`src/rtl/alu_sequencer_if.sv`:
```
// Control bundle between the hardwired sequencer and the 32-bit datapath.
// The sequencer drives through the master modport. The datapath, or a bench, uses the slave modport.
interface alu_sequencer_if #(
    parameter int NREGS = 16,
    parameter int OPW   = 5
);
    logic [31:0]      IR;
    logic             Mem_ready;
    logic             Stop;
    logic             PCout, ZHighout, ZLowout, MDRout, Cout;
    logic             PCin, IRin, MARin, MDRin, Yin, ZHighin, ZLowin, HIin, LOin;
    logic             IncPC, Read;
    logic [NREGS-1:0] R_in, R_out;
    logic [OPW-1:0]   OP;
    logic             Run;
    logic             Illegal;

    modport master (
        input  IR, Mem_ready, Stop,
        output PCout, ZHighout, ZLowout, MDRout, Cout,
        output PCin, IRin, MARin, MDRin, Yin, ZHighin, ZLowin, HIin, LOin,
        output IncPC, Read, R_in, R_out, OP, Run, Illegal
    );

    modport slave (
        output IR, Mem_ready, Stop,
        input  PCout, ZHighout, ZLowout, MDRout, Cout,
        input  PCin, IRin, MARin, MDRin, Yin, ZHighin, ZLowin, HIin, LOin,
        input  IncPC, Read, R_in, R_out, OP, Run, Illegal
    );
endinterface

```
`src/rtl/alu_sequencer.sv`:
```
// Hardwired control FSM that drives the datapath through fetch (T0-T2) and execute (T3-T6).
// Strobes are decoded from the registered state and IR. OP is a register that holds its value between T4 states.
module alu_sequencer #(
    parameter int NREGS = 16,
    parameter int OPW   = 5
) (
    input  logic            Clock,
    input  logic            Clear,
    alu_sequencer_if.master ctl
);
    typedef enum logic [3:0] {
        S_RST, S_T0, S_T1, S_T2, S_T3, S_T4, S_T5, S_T6, S_PAUSE, S_HALT
    } state_e;

    typedef enum logic [2:0] {
        C_ALU, C_IMM, C_UNARY, C_MULDIV, C_NOP, C_HALT, C_ILLEGAL
    } cls_e;

    localparam logic [OPW-1:0] OPC_ADD  = OPW'(5'b00011);
    localparam logic [OPW-1:0] OPC_OR   = OPW'(5'b01011);
    localparam logic [OPW-1:0] OPC_AND  = OPW'(5'b01010);
    localparam logic [OPW-1:0] OPC_ADDI = OPW'(5'b01100);
    localparam logic [OPW-1:0] OPC_ANDI = OPW'(5'b01101);
    localparam logic [OPW-1:0] OPC_ORI  = OPW'(5'b01110);
    localparam logic [OPW-1:0] OPC_MUL  = OPW'(5'b01111);
    localparam logic [OPW-1:0] OPC_DIV  = OPW'(5'b10000);
    localparam logic [OPW-1:0] OPC_NEG  = OPW'(5'b10001);
    localparam logic [OPW-1:0] OPC_NOT  = OPW'(5'b10010);
    localparam logic [OPW-1:0] OPC_NOP  = OPW'(5'b11010);
    localparam logic [OPW-1:0] OPC_HALT = OPW'(5'b11011);

    state_e         state;
    cls_e           cls;
    logic [OPW-1:0] opcode;
    logic [OPW-1:0] alu_op;
    logic [OPW-1:0] op_q;
    logic [3:0]     ra, rb, rc;
    logic           unused_ir;

    assign opcode    = ctl.IR[31 -: OPW];
    assign ra        = ctl.IR[26:23];
    assign rb        = ctl.IR[22:19];
    assign rc        = ctl.IR[18:15];
    assign unused_ir = ^ctl.IR[14:0];

    // Field values at or above NREGS select no register.
    function automatic logic [NREGS-1:0] reg_sel(input logic [3:0] idx);
        logic [NREGS-1:0] sel;
        sel = '0;
        if (32'(idx) < NREGS) sel[idx] = 1'b1;
        return sel;
    endfunction

    always_comb begin
        cls    = C_ILLEGAL;
        alu_op = opcode;
        case (opcode)
            OPW'(5'b00011), OPW'(5'b00100), OPW'(5'b00101), OPW'(5'b00110),
            OPW'(5'b00111), OPW'(5'b01000), OPW'(5'b01001), OPC_AND, OPC_OR:
                cls = C_ALU;
            OPC_ADDI: begin cls = C_IMM; alu_op = OPC_ADD; end
            OPC_ANDI: begin cls = C_IMM; alu_op = OPC_AND; end
            OPC_ORI:  begin cls = C_IMM; alu_op = OPC_OR;  end
            OPC_MUL, OPC_DIV: cls = C_MULDIV;
            OPC_NEG, OPC_NOT: cls = C_UNARY;
            OPC_NOP:  cls = C_NOP;
            OPC_HALT: cls = C_HALT;
            default:  cls = C_ILLEGAL;
        endcase
    end

    // NOTE: state and the OP register use non-blocking assignments, so every branch reads the pre-edge values.
    always_ff @(posedge Clock) begin
        if (Clear) begin
            state <= S_RST;
            op_q  <= '0;
        end else begin
            case (state)
                S_RST:   state <= S_T0;
                S_T0:    state <= ctl.Stop ? S_PAUSE : S_T1;
                S_PAUSE: state <= ctl.Stop ? S_PAUSE : S_T0;
                S_T1:    state <= ctl.Mem_ready ? S_T2 : S_T1;
                S_T2: begin
                    case (cls)
                        C_NOP:   state <= S_T0;
                        C_HALT:  state <= S_HALT;
                        C_UNARY: begin state <= S_T4; op_q <= alu_op; end
                        default: state <= S_T3;
                    endcase
                end
                S_T3: begin
                    if (cls == C_ILLEGAL) begin
                        state <= S_T0;
                    end else begin
                        state <= S_T4;
                        op_q  <= alu_op;
                    end
                end
                S_T4:    state <= S_T5;
                S_T5:    state <= (cls == C_MULDIV) ? S_T6 : S_T0;
                S_T6:    state <= S_T0;
                S_HALT:  state <= S_HALT;
                default: state <= S_RST;
            endcase
        end
    end

    assign ctl.OP  = op_q;
    assign ctl.Run = (state != S_PAUSE) && (state != S_HALT);

    // NOTE: every output gets a default before the case, so a missing arm cannot infer a latch.
    always_comb begin
        ctl.PCout = 1'b0; ctl.ZHighout = 1'b0; ctl.ZLowout = 1'b0; ctl.MDRout = 1'b0;
        ctl.Cout  = 1'b0; ctl.PCin = 1'b0; ctl.IRin = 1'b0; ctl.MARin = 1'b0;
        ctl.MDRin = 1'b0; ctl.Yin = 1'b0; ctl.ZHighin = 1'b0; ctl.ZLowin = 1'b0;
        ctl.HIin  = 1'b0; ctl.LOin = 1'b0; ctl.IncPC = 1'b0; ctl.Read = 1'b0;
        ctl.R_in  = '0;   ctl.R_out = '0;  ctl.Illegal = 1'b0;
        case (state)
            S_T0: begin
                ctl.PCout = 1'b1; ctl.MARin = 1'b1; ctl.IncPC = 1'b1;
                ctl.ZLowin = 1'b1; ctl.ZHighin = 1'b1;
            end
            S_T1: begin
                ctl.ZLowout = 1'b1; ctl.Read = 1'b1; ctl.MDRin = 1'b1;
                ctl.PCin = ctl.Mem_ready;
            end
            S_T2: begin
                ctl.MDRout = 1'b1; ctl.IRin = 1'b1;
            end
            S_T3: begin
                case (cls)
                    C_ALU, C_IMM: begin ctl.R_out = reg_sel(rb); ctl.Yin = 1'b1; end
                    C_MULDIV:     begin ctl.R_out = reg_sel(ra); ctl.Yin = 1'b1; end
                    C_ILLEGAL:    ctl.Illegal = 1'b1;
                    default:      ;
                endcase
            end
            S_T4: begin
                ctl.ZLowin = 1'b1;
                case (cls)
                    C_ALU:    begin ctl.R_out = reg_sel(rc); ctl.ZHighin = 1'b1; end
                    C_IMM:    begin ctl.Cout = 1'b1; ctl.ZHighin = 1'b1; end
                    C_MULDIV: begin ctl.R_out = reg_sel(rb); ctl.ZHighin = 1'b1; end
                    C_UNARY:  ctl.R_out = reg_sel(rb);
                    default:  ;
                endcase
            end
            S_T5: begin
                ctl.ZLowout = 1'b1;
                if (cls == C_MULDIV) ctl.LOin = 1'b1;
                else                 ctl.R_in = reg_sel(ra);
            end
            S_T6: begin
                ctl.ZHighout = 1'b1; ctl.HIin = 1'b1;
            end
            default: ;
        endcase
    end
endmodule

```
`src/flat_wrapper.sv`:
```
// flat-port wrapper written by rule: the top's interface ports become plain ports
module alu_sequencer_flat 
#(
    parameter int NREGS = 16,
    parameter int OPW   = 5
)
  (Clock, Clear, ctl_IR, ctl_Mem_ready, ctl_Stop, ctl_PCout, ctl_ZHighout, ctl_ZLowout, ctl_MDRout, ctl_Cout, ctl_PCin, ctl_IRin, ctl_MARin, ctl_MDRin, ctl_Yin, ctl_ZHighin, ctl_ZLowin, ctl_HIin, ctl_LOin, ctl_IncPC, ctl_Read, ctl_R_in, ctl_R_out, ctl_OP, ctl_Run, ctl_Illegal);
  alu_sequencer_if #(.NREGS(NREGS), .OPW(OPW)) ctl_i ();
  input  logic Clock;
  input  logic Clear;
  input wire logic [$bits(ctl_i.IR)-1:0] ctl_IR;
  input wire logic [$bits(ctl_i.Mem_ready)-1:0] ctl_Mem_ready;
  input wire logic [$bits(ctl_i.Stop)-1:0] ctl_Stop;
  output wire logic [$bits(ctl_i.PCout)-1:0] ctl_PCout;
  output wire logic [$bits(ctl_i.ZHighout)-1:0] ctl_ZHighout;
  output wire logic [$bits(ctl_i.ZLowout)-1:0] ctl_ZLowout;
  output wire logic [$bits(ctl_i.MDRout)-1:0] ctl_MDRout;
  output wire logic [$bits(ctl_i.Cout)-1:0] ctl_Cout;
  output wire logic [$bits(ctl_i.PCin)-1:0] ctl_PCin;
  output wire logic [$bits(ctl_i.IRin)-1:0] ctl_IRin;
  output wire logic [$bits(ctl_i.MARin)-1:0] ctl_MARin;
  output wire logic [$bits(ctl_i.MDRin)-1:0] ctl_MDRin;
  output wire logic [$bits(ctl_i.Yin)-1:0] ctl_Yin;
  output wire logic [$bits(ctl_i.ZHighin)-1:0] ctl_ZHighin;
  output wire logic [$bits(ctl_i.ZLowin)-1:0] ctl_ZLowin;
  output wire logic [$bits(ctl_i.HIin)-1:0] ctl_HIin;
  output wire logic [$bits(ctl_i.LOin)-1:0] ctl_LOin;
  output wire logic [$bits(ctl_i.IncPC)-1:0] ctl_IncPC;
  output wire logic [$bits(ctl_i.Read)-1:0] ctl_Read;
  output wire logic [$bits(ctl_i.R_in)-1:0] ctl_R_in;
  output wire logic [$bits(ctl_i.R_out)-1:0] ctl_R_out;
  output wire logic [$bits(ctl_i.OP)-1:0] ctl_OP;
  output wire logic [$bits(ctl_i.Run)-1:0] ctl_Run;
  output wire logic [$bits(ctl_i.Illegal)-1:0] ctl_Illegal;
  assign ctl_i.IR = ctl_IR;
  assign ctl_i.Mem_ready = ctl_Mem_ready;
  assign ctl_i.Stop = ctl_Stop;
  assign ctl_PCout = ctl_i.PCout;
  assign ctl_ZHighout = ctl_i.ZHighout;
  assign ctl_ZLowout = ctl_i.ZLowout;
  assign ctl_MDRout = ctl_i.MDRout;
  assign ctl_Cout = ctl_i.Cout;
  assign ctl_PCin = ctl_i.PCin;
  assign ctl_IRin = ctl_i.IRin;
  assign ctl_MARin = ctl_i.MARin;
  assign ctl_MDRin = ctl_i.MDRin;
  assign ctl_Yin = ctl_i.Yin;
  assign ctl_ZHighin = ctl_i.ZHighin;
  assign ctl_ZLowin = ctl_i.ZLowin;
  assign ctl_HIin = ctl_i.HIin;
  assign ctl_LOin = ctl_i.LOin;
  assign ctl_IncPC = ctl_i.IncPC;
  assign ctl_Read = ctl_i.Read;
  assign ctl_R_in = ctl_i.R_in;
  assign ctl_R_out = ctl_i.R_out;
  assign ctl_OP = ctl_i.OP;
  assign ctl_Run = ctl_i.Run;
  assign ctl_Illegal = ctl_i.Illegal;
  alu_sequencer #(.NREGS(NREGS), .OPW(OPW)) u_core (.Clock(Clock), .Clear(Clear), .ctl(ctl_i));
endmodule
```
`config.mk`:
```
export PLATFORM = sky130hd
export DESIGN_NAME = alu_sequencer_flat
export DESIGN_NICKNAME = d
export VERILOG_FILES = /design/src/rtl/alu_sequencer_if.sv /design/src/rtl/alu_sequencer.sv /design/src/flat_wrapper.sv
export SDC_FILE = /design/constraint.sdc
export NUM_CORES = 1
export LEC_CHECK = 0
export CORE_ASPECT_RATIO = 2
export CORE_MARGIN = 10
export CORE_UTILIZATION = 42
export DETAILED_ROUTE_END_ITERATION = 12
export HOLD_SLACK_MARGIN = 0.15
export PLACE_DENSITY = 0.88
export SYNTH_ARGS = -nofsm -noshare
export SYNTH_HDL_FRONTEND = slang
export SYNTH_SLANG_ARGS = --single-unit
```
`constraint.sdc`:
```
create_clock -name Clock -period 8.8 [get_ports Clock]
set_input_delay 2.64 -clock Clock [delete_from_list [all_inputs] [get_ports Clock]]
set_output_delay 2.64 -clock Clock [all_outputs]
set_load 0.005 [all_outputs]
```
==> results of run 1 <==
## state kept, by name, indices dropped and copies added (netlist names)
register       cells
u_core.ctl.OP      5
u_core.state       4
## worst max path at each step
| stage | startpoint | endpoint | slack (ns) | cells after the start |
|---|---|---|---|---|
| 6_report | ctl_IR[30] | ctl_R_out[10] | 0.65 | 7 |
| 5_1_grt | ctl_IR[30] | ctl_R_out[10] | 0.38 | 7 |
| 4_1_cts | ctl_IR[30] | ctl_R_out[9] | 0.71 | 7 |
| 3_5_place_dp | ctl_IR[30] | ctl_R_out[9] | 0.71 | 7 |
| 3_3_place_gp | ctl_IR[30] | ctl_R_out[9] | 0.76 | 7 |
| 2_1_floorplan | ctl_IR[27] | ctl_R_out[14] | 2.21 | 7 |
## metrics by stage
step | setup slack (ns) | instance area, sq um | std cells | utilization
2_1_floorplan | 2.21 | 1560 | 236 | -
3_3_place_gp | 0.760 | 2230 | 336 | 0.618
3_5_place_dp | 0.714 | 2230 | 336 | 0.618
4_1_cts | 0.711 | 2280 | 340 | 0.631
5_1_grt | 0.379 | 2280 | 340 | 0.631
6_report | 0.651 | 2280 | 340 | 0.631
## worst max-delay path: cells and delay by family
family,cells,cell delay (ns)
buf+inv,2,1.12
simple gates,2,0.59
compound gates,3,1.15
## report_power, final
group | leakage, nW | internal (mW) | total [mW] | switching (mW)
registers | 0.0731 | 0.0429 | 0.0494 | 0.00650
logic | 0.590 | 0.0321 | 0.0663 | 0.0342
clock network | 0.0228 | 0.0316 | 0.0487 | 0.0171
total | 0.686 | 0.107 | 0.164 | 0.0578
## routing by layer
metal | vias up | part of all wire | global-route usage
li1 | 983 | - | -
met3 | 22 | 0.054 | 0.0336
met2 | 96 | 0.57 | 0.358
met1 | 963 | 0.33 | 0.166
met5 | - | 0 | 0
met4 | 0 | 0.037 | 0.101
## area by class of cell
| cell class | instances | area (sq um) | share of cell area |
|---|---|---|---|
| multi-input cells | 198 | 1220 | 0.536 |
| flip-flops and latches | 9 | 180 | 0.0792 |
| clock buffers | 4 | 45.0 | 0.0198 |
| repair buffers | 75 | 751 | 0.330 |
| well taps | 49 | 61.3 | 0.0269 |
| inverters | 5 | 18.8 | 0.00825 |
## cells by family (layout without fill, tap and decap cells)
kind of cell / count (synthesis) / count (layout)
AND/OR/NAND/NOR: 133 / 133
AO/OA/AOI/OAI: 60 / 60
buffers and inverters: 29 / 84
flip-flops: 9 / 9
multiplexers: 3 / 3
adder cells (fa/ha/maj): 1 / 1
XOR/XNOR: 1 / 1
## layout by cell type (no fill, tap or decap), drive strengths merged, types with 2 or more instances in the layout
cell type,n
a211oi,3
a22oi,3
nor3,16
a32oi,4
o221ai,4
nor2,36
nor2b,7
nand2b,11
nor3b,3
or2,3
nand4,5
dfxtp,9
clkbuf,4
o31ai,4
and2,2
o211ai,3
and3,2
nand2,25
or3,3
nor4,4
inv,5
nor4b,2
a31oi,3
mux2i,3
o21ai,8
nand3,9
a21oi,11
o22a,4
clkdlybuf4s50,75
==> results.cfg, run 1 <==
[global_route]
gr-total-overflow = 0
grt_max_degree = 18
antenna_found_initial = 0
grt_pass1_vias = 2124
grt_pass1_wl_um = 10200
grt_usage = 0.182

[worst_setup_path]
cp-start-kind = input port
end_kind = output port
worstSetupPathType = input port to output port
slowest_stage = a22oi_1
required_ns = 6.16
r2r_slack_ns = 6.65
rr_startpoint = u_core.state[2]
cp_common_cell = clkdlybuf4s50_1
arrival_ns = 5.51
ff2ff_path_depth = 5
r2r_end = u_core.ctl.OP[4]
cpPeakStageDelay_ns = 0.78
crit_fanout = 15
crit_chain = clkdlybuf4s50_1 > and3b_1 > a22oi_1 > nor3_1 > a32oi_1 > o21ai_0 > clkdlybuf4s50_1

[worst_hold_path]
min_path_type = flip-flop to flip-flop
holdPathEnd = u_core.ctl.OP[2]
min_from = u_core.ctl.OP[2]
holdPathStages = 2

[yosys]
synth_common_cells = nor2_1, nand2_1, nor3_1
synth_top_area_frac = 0.116
syn_nets = 272
synth_compound_area_frac = 0.288
synthMostInstantiatedCell = nor2_1
synth-adder-area-share = 0.00643
synthCells = 236
synth_top_family_by_area = simple AND/OR/NAND/NOR gates
synth_xor_area_frac = 0.00563
synth.area.mux_share = 0.0193
synth_edf_count = 0
yosys.area_share.simple = 0.465
syn-cell-area_sq_mm = 0.00156
ys_seq_area_frac = 0.116
yosys_warnings = 0
synthTopCellsByArea = dfxtp_1, nor2_1, nand2_1
synthDistinctLibCells = 58
yosys.area.top_type = dfxtp_1
async_reset_ff_frac = 0
ys.flop_type = dfxtp_1
ys_ff_latch = 9
syn_area_per_cell_sq_um = 6.60

[clocking]
postCtsSetupBuffers = 0
cts.sinks = 9
clockRootBuffer = clkbuf_8
cts-buffers-inserted = 3
post_cts_resized = 0
hold_buffers = 0
cts_tree = done
path_clk_slew_ns = 0.04
clk_latency_ns = 0.23
htreeDepth = 1
clockBufferDepth = 2

[power_and_ir_drop]
ir_drop_v = 0.0000388
power_mw = 0.164
p_leak_nw = 0.686
p_per_area_mw_per_mm2 = 72.2

[layout]
drive_gt1_frac = 0.0550
area_delta_synth_final_pct = 46.2
nets = 328
fill_cells = 331
antennaDiodeCount = 0

[sta]
timing.final.crit_share = 0.926
worst_pin_slew_ns = 0.951
hold_violations = 0
rsz0062_at_grt = no
finalSetupViolations = 0
fmax_mhz = 123
fin_crit_ns = 8.15
tns_ns = 0
whs_ns = 0.466
slew_viol_final = 0
timing.slew.headroom = 0.366
fin_skew_ns = 0.00188

[floorplanning]
start_util = 0.431
die_x_um = 63.0
dieArea_sq_mm = 0.00669
rows = 31
core_sq_mm = 0.00361
die_h_um = 106
pin_count = 91

[route]
drtIter0Drc = 113
dr.pass1.iters = 4
vias = 2064
viasPerCell = 6.07
route.detailed.drc = 0
wl_per_cell_um = 18.3
routed_wl_um = 6230
ant_nets = 0

[run]
max_cap_viol_count = 0

[place]
dp_hpwl_um = 5080
port_buffers = 75
gp_congestion = 1.07

[status]
outcome = finished, final reports clean
Note: power is estimated with default switching activity, not from simulation.
==> run 2: changes to the inputs <==
- RECOVER_POWER: unset -> 100
- SKIP_CTS_REPAIR_TIMING: unset -> 1
==> run 2 against run 1 <==
- non-clock buffer count unchanged
- global-route usage unchanged
- combinational power down 5.1%
==> results.cfg, run 2 (synthesized netlist as in run 1, its figures left out) <==
[place]
placed_cell_area_sq_mm = 0.00223
port_buffers = 75
pre_cts_ws_ns = 0.714
dp_hpwl_um = 5080
gp_congestion = 1.07

[layout]
area_delta_synth_final_pct = 45.3
final_cell_mix = dlygate4sd3_1, nor2_1, nand2_1
nets = 328
drive_gt1_frac = 0.0412
fill_cells = 334
final_cell_area_sq_mm = 0.00226
largest_register_ffs = 5
layout_commonest_cell = dlygate4sd3_1
antennaDiodeCount = 0
fin_util = 0.627

[route]
wl_per_cell_um = 18.1
route.detailed.drc = 0
routed_wl_um = 6160
drtIter0Drc = 104
vias = 2081
dr.pass1.iters = 4
ant_nets = 0
viasPerCell = 6.12

[worst_setup_path]
rr_startpoint = u_core.state[2]
r2r_slack_ns = 6.37
cp_common_cell = dlygate4sd3_1
end_kind = output port
cp-start-kind = input port
required_ns = 6.16
crit_chain = dlygate4sd3_1 > and3b_1 > a22oi_1 > nor3_1 > a32oi_1 > o21ai_0 > dlygate4sd3_1
crit_fanout = 13
worstSetupPathType = input port to output port
setup.worst_path.start = ctl_IR[31]
arrival_ns = 5.68
crit_end = ctl_R_out[10]
r2r_end = u_core.ctl.OP[0]
slowest_stage = dlygate4sd3_1
cpPeakStageDelay_ns = 0.79
ff2ff_path_depth = 5

[clocking]
cts-buffers-inserted = 3
clk_latency_ns = 0.23
clockBufferDepth = 2
clockRootBuffer = clkbuf_8
path_clk_slew_ns = 0.04
cts_tree = done
cts.sinks = 9
htreeDepth = 1

[sta]
slew_viol_final = 0
rsz0062_at_grt = no
hold_violations = 0
timing.final.crit_share = 0.945
fin_ws_ns = 0.484
worst_pin_slew_ns = 0.940
timing.slew.headroom = 0.373
tns_ns = 0
fmax_mhz = 120
fin_crit_ns = 8.32
fin_skew_ns = 0.00127
finalSetupViolations = 0

[power_and_ir_drop]
ir_drop_v = 0.0000384
power_mw = 0.161
p_per_area_mw_per_mm2 = 71.3
p_leak_nw = 0.853

[floorplanning]
die_h_um = 106
start_util = 0.431
core_sq_mm = 0.00361
dieArea_sq_mm = 0.00669
pin_count = 91
die_x_um = 63.0
rows = 31

[global_route]
antenna_found_initial = 0
grt_usage = 0.182
grt_pass1_wl_um = 10200
grt_pass1_vias = 2124
gr-total-overflow = 0
grt_max_degree = 18

[worst_hold_path]
min_path_type = flip-flop to flip-flop

[status]
outcome = finished, final reports clean

[run]
max_cap_viol_count = 0
run 2: critical path: cells and delay by family:
| family | cells | cell delay [ns] |
|---|---|---|
| buffers and inverters | 2 | 1.38 |
| AOI/OAI and AO/OA | 3 | 1.14 |
| and+or+nand+nor | 2 | 0.52 |
run 2: layer usage:
metal  track usage  wire, um  up-vias
met4         0.101       320        0
li1              -         -      986
met2         0.358      3470      110
met5             0         0        -
met3        0.0336       350       31
met1         0.166      2020      954
run 2: stage by stage:
stage | hold slack (ns) | std cells
after floorplan | 0.462 | 236
after global placement | 0.455 | 336
after detailed placement | 0.461 | 336
after CTS | 0.468 | 340
after global routing | 0.511 | 340
final | 0.463 | 340
run 2: cell type report:
type	instances	area [sq um]	area share
sequential	9	180	0.0797
inverter	5	18.8	0.00830
multi-input combinational	198	1200	0.533
tap	49	61.3	0.0271
timing repair buffer	75	751	0.332
clock buffer	4	45.0	0.0199
run 2: how the worst min path moves through the flow:
| stage | to | start | cells after the start |
|---|---|---|---|
| 2_1_floorplan | u_core.ctl.OP[2] | u_core.ctl.OP[2] | 2 |
| 3_3_place_gp | u_core.ctl.OP[3] | u_core.ctl.OP[3] | 2 |
| 3_5_place_dp | u_core.ctl.OP[0] | u_core.ctl.OP[0] | 2 |
| 4_1_cts | u_core.ctl.OP[0] | u_core.ctl.OP[0] | 2 |
| 5_1_grt | u_core.ctl.OP[0] | u_core.ctl.OP[0] | 2 |
| 6_report | u_core.ctl.OP[2] | u_core.ctl.OP[2] | 2 |
run 2: power by group:
group / switching (mW) / leakage [nW] / internal (mW)
clock: 0.0171 / 0.0228 / 0.0316
combinational: 0.0336 / 0.757 / 0.0293
sequential: 0.00655 / 0.0731 / 0.0429
==> run 3: changes to the inputs <==
- CORE_ASPECT_RATIO: 2 -> unset
==> run 3 against run 2 <==
- flip-flop and latch count is the same
- clock skew grew 0.00072 ns
- combinational power shrank 1%
- count of clock-buffer cells in the layout is the same
- sequential power shrank 1%
- maximum frequency grew 0.25%
- critical endpoint unchanged
- largest cell class unchanged
- largest power group unchanged
==> results.cfg, run 3 (synthesized netlist as in run 1, its figures left out) <==
[clocking]
htreeDepth = 1
cts-buffers-inserted = 3
cts_tree = done
cts.sinks = 9
clk_latency_ns = 0.24
clockBufferDepth = 2
clockRootBuffer = clkbuf_8
path_clk_slew_ns = 0.05

[route]
dr.pass1.iters = 5
viasPerCell = 6.05
drtIter0Drc = 265
wl_per_cell_um = 16.9
routed_wl_um = 5720
route.detailed.drc = 0
vias = 2051
ant_nets = 0

[worst_setup_path]
setup.worst_path.start = ctl_IR[31]
r2r_slack_ns = 6.34
end_kind = output port
rr_startpoint = u_core.state[2]
ff2ff_path_depth = 5
crit_end = ctl_R_out[10]
arrival_ns = 5.66
cp-start-kind = input port
worstSetupPathType = input port to output port
r2r_end = u_core.ctl.OP[0]
crit_fanout = 13
required_ns = 6.16

[power_and_ir_drop]
p_seq_frac = 0.305
combPwrFrac = 0.387
switching_power_mw = 0.0568
p_per_area_mw_per_mm2 = 71.2
ir_drop_v = 0.0000336
p_int_mw = 0.104
p_clk_frac = 0.308
p_leak_nw = 0.847
power_mw = 0.160
p_sw_frac = 0.354

[layout]
nets = 328
drive_gt1_frac = 0.0378
area_delta_synth_final_pct = 44.7
antennaDiodeCount = 0
largest_register_ffs = 5
fill_cells = 346
final_cell_mix = dlygate4sd3_1, nor2_1, nand2_1
fin_util = 0.620
layout_commonest_cell = dlygate4sd3_1

[sta]
whs_ns = 0.461
tns_ns = 0
hold_violations = 0
fin_crit_ns = 8.30
timing.final.crit_share = 0.943
fmax_mhz = 121
worst_pin_slew_ns = 0.992
rsz0062_at_grt = no
finalSetupViolations = 0
slew_viol_final = 0
fin_skew_ns = 0.00200
timing.slew.headroom = 0.339
fin_ws_ns = 0.505

[status]
outcome = finished, final reports clean

[run]
max_cap_viol_count = 0

[floorplanning]
rows = 22
core_sq_mm = 0.00363
die_h_um = 80.9
die_x_um = 80.9
dieArea_sq_mm = 0.00654
pin_count = 91
start_util = 0.428

[place]
pre_cts_ws_ns = 0.736
gp_congestion = 0.941
port_buffers = 75
dp_hpwl_um = 4460

[worst_hold_path]
holdPathStages = 2
min_path_type = flip-flop to flip-flop

[global_route]
grt_usage = 0.164
grt_pass1_vias = 1885
grt_pass1_wl_um = 8870
gr-total-overflow = 0
antenna_found_initial = 0
grt_max_degree = 18
[run 3: final cells by class]
| cell class | instances | area, sq um | area share |
|---|---|---|---|
| clock buffer | 4 | 45.0 | 0.0200 |
| sequential | 9 | 180 | 0.0800 |
| multi-input combinational | 198 | 1200 | 0.532 |
| inverter | 5 | 18.8 | 0.00833 |
| timing repair buffer | 75 | 751 | 0.333 |
| tap | 48 | 60.1 | 0.0267 |
[run 3: per-layer routing]
layer	up-vias	part of all wire	routed length (um)	global-route usage
met5	-	0	0	0
met4	0	0.015	87	0.0623
met3	13	0.11	626	0.0486
met2	105	0.48	2730	0.279
met1	940	0.40	2270	0.188
li1	993	-	-	-
[run 3: through the flow]
step | cells | cell area [sq um]
6_report | 339 | 2250
5_1_grt | 339 | 2250
4_1_cts | 339 | 2270
3_5_place_dp | 335 | 2230
3_3_place_gp | 335 | 2230
2_1_floorplan | 236 | 1560
[run 3: worst min-delay path by stage]
stage | from | to | slack [ns]
global route | u_core.ctl.OP[2] | u_core.ctl.OP[2] | 0.49
floorplan | u_core.ctl.OP[2] | u_core.ctl.OP[2] | 0.46
global placement | u_core.ctl.OP[0] | u_core.ctl.OP[0] | 0.45
finish | u_core.ctl.OP[2] | u_core.ctl.OP[2] | 0.46
detailed placement | u_core.ctl.OP[2] | u_core.ctl.OP[2] | 0.46
CTS | u_core.ctl.OP[2] | u_core.ctl.OP[2] | 0.47
[run 3: power by group through the flow]
stage / clock (mW) / sequential [mW] / combinational [mW]
after detailed placement: 0 / 0.0498 / 0.0650
final: 0.0495 / 0.0489 / 0.0620
after floorplan: 0 / 0.0450 / 0.0436
after global placement: 0 / 0.0496 / 0.0644
after CTS: 0.0498 / 0.0490 / 0.0653
after global routing: 0.0513 / 0.0497 / 0.0680
[run 3: critical path, cell delays in order]
cell           delay [ns]
dlygate4sd3_1        0.78
and3b_1              0.31
a22oi_1              0.82
nor3_1               0.18
a32oi_1              0.20
o21ai_0              0.12
dlygate4sd3_1        0.59
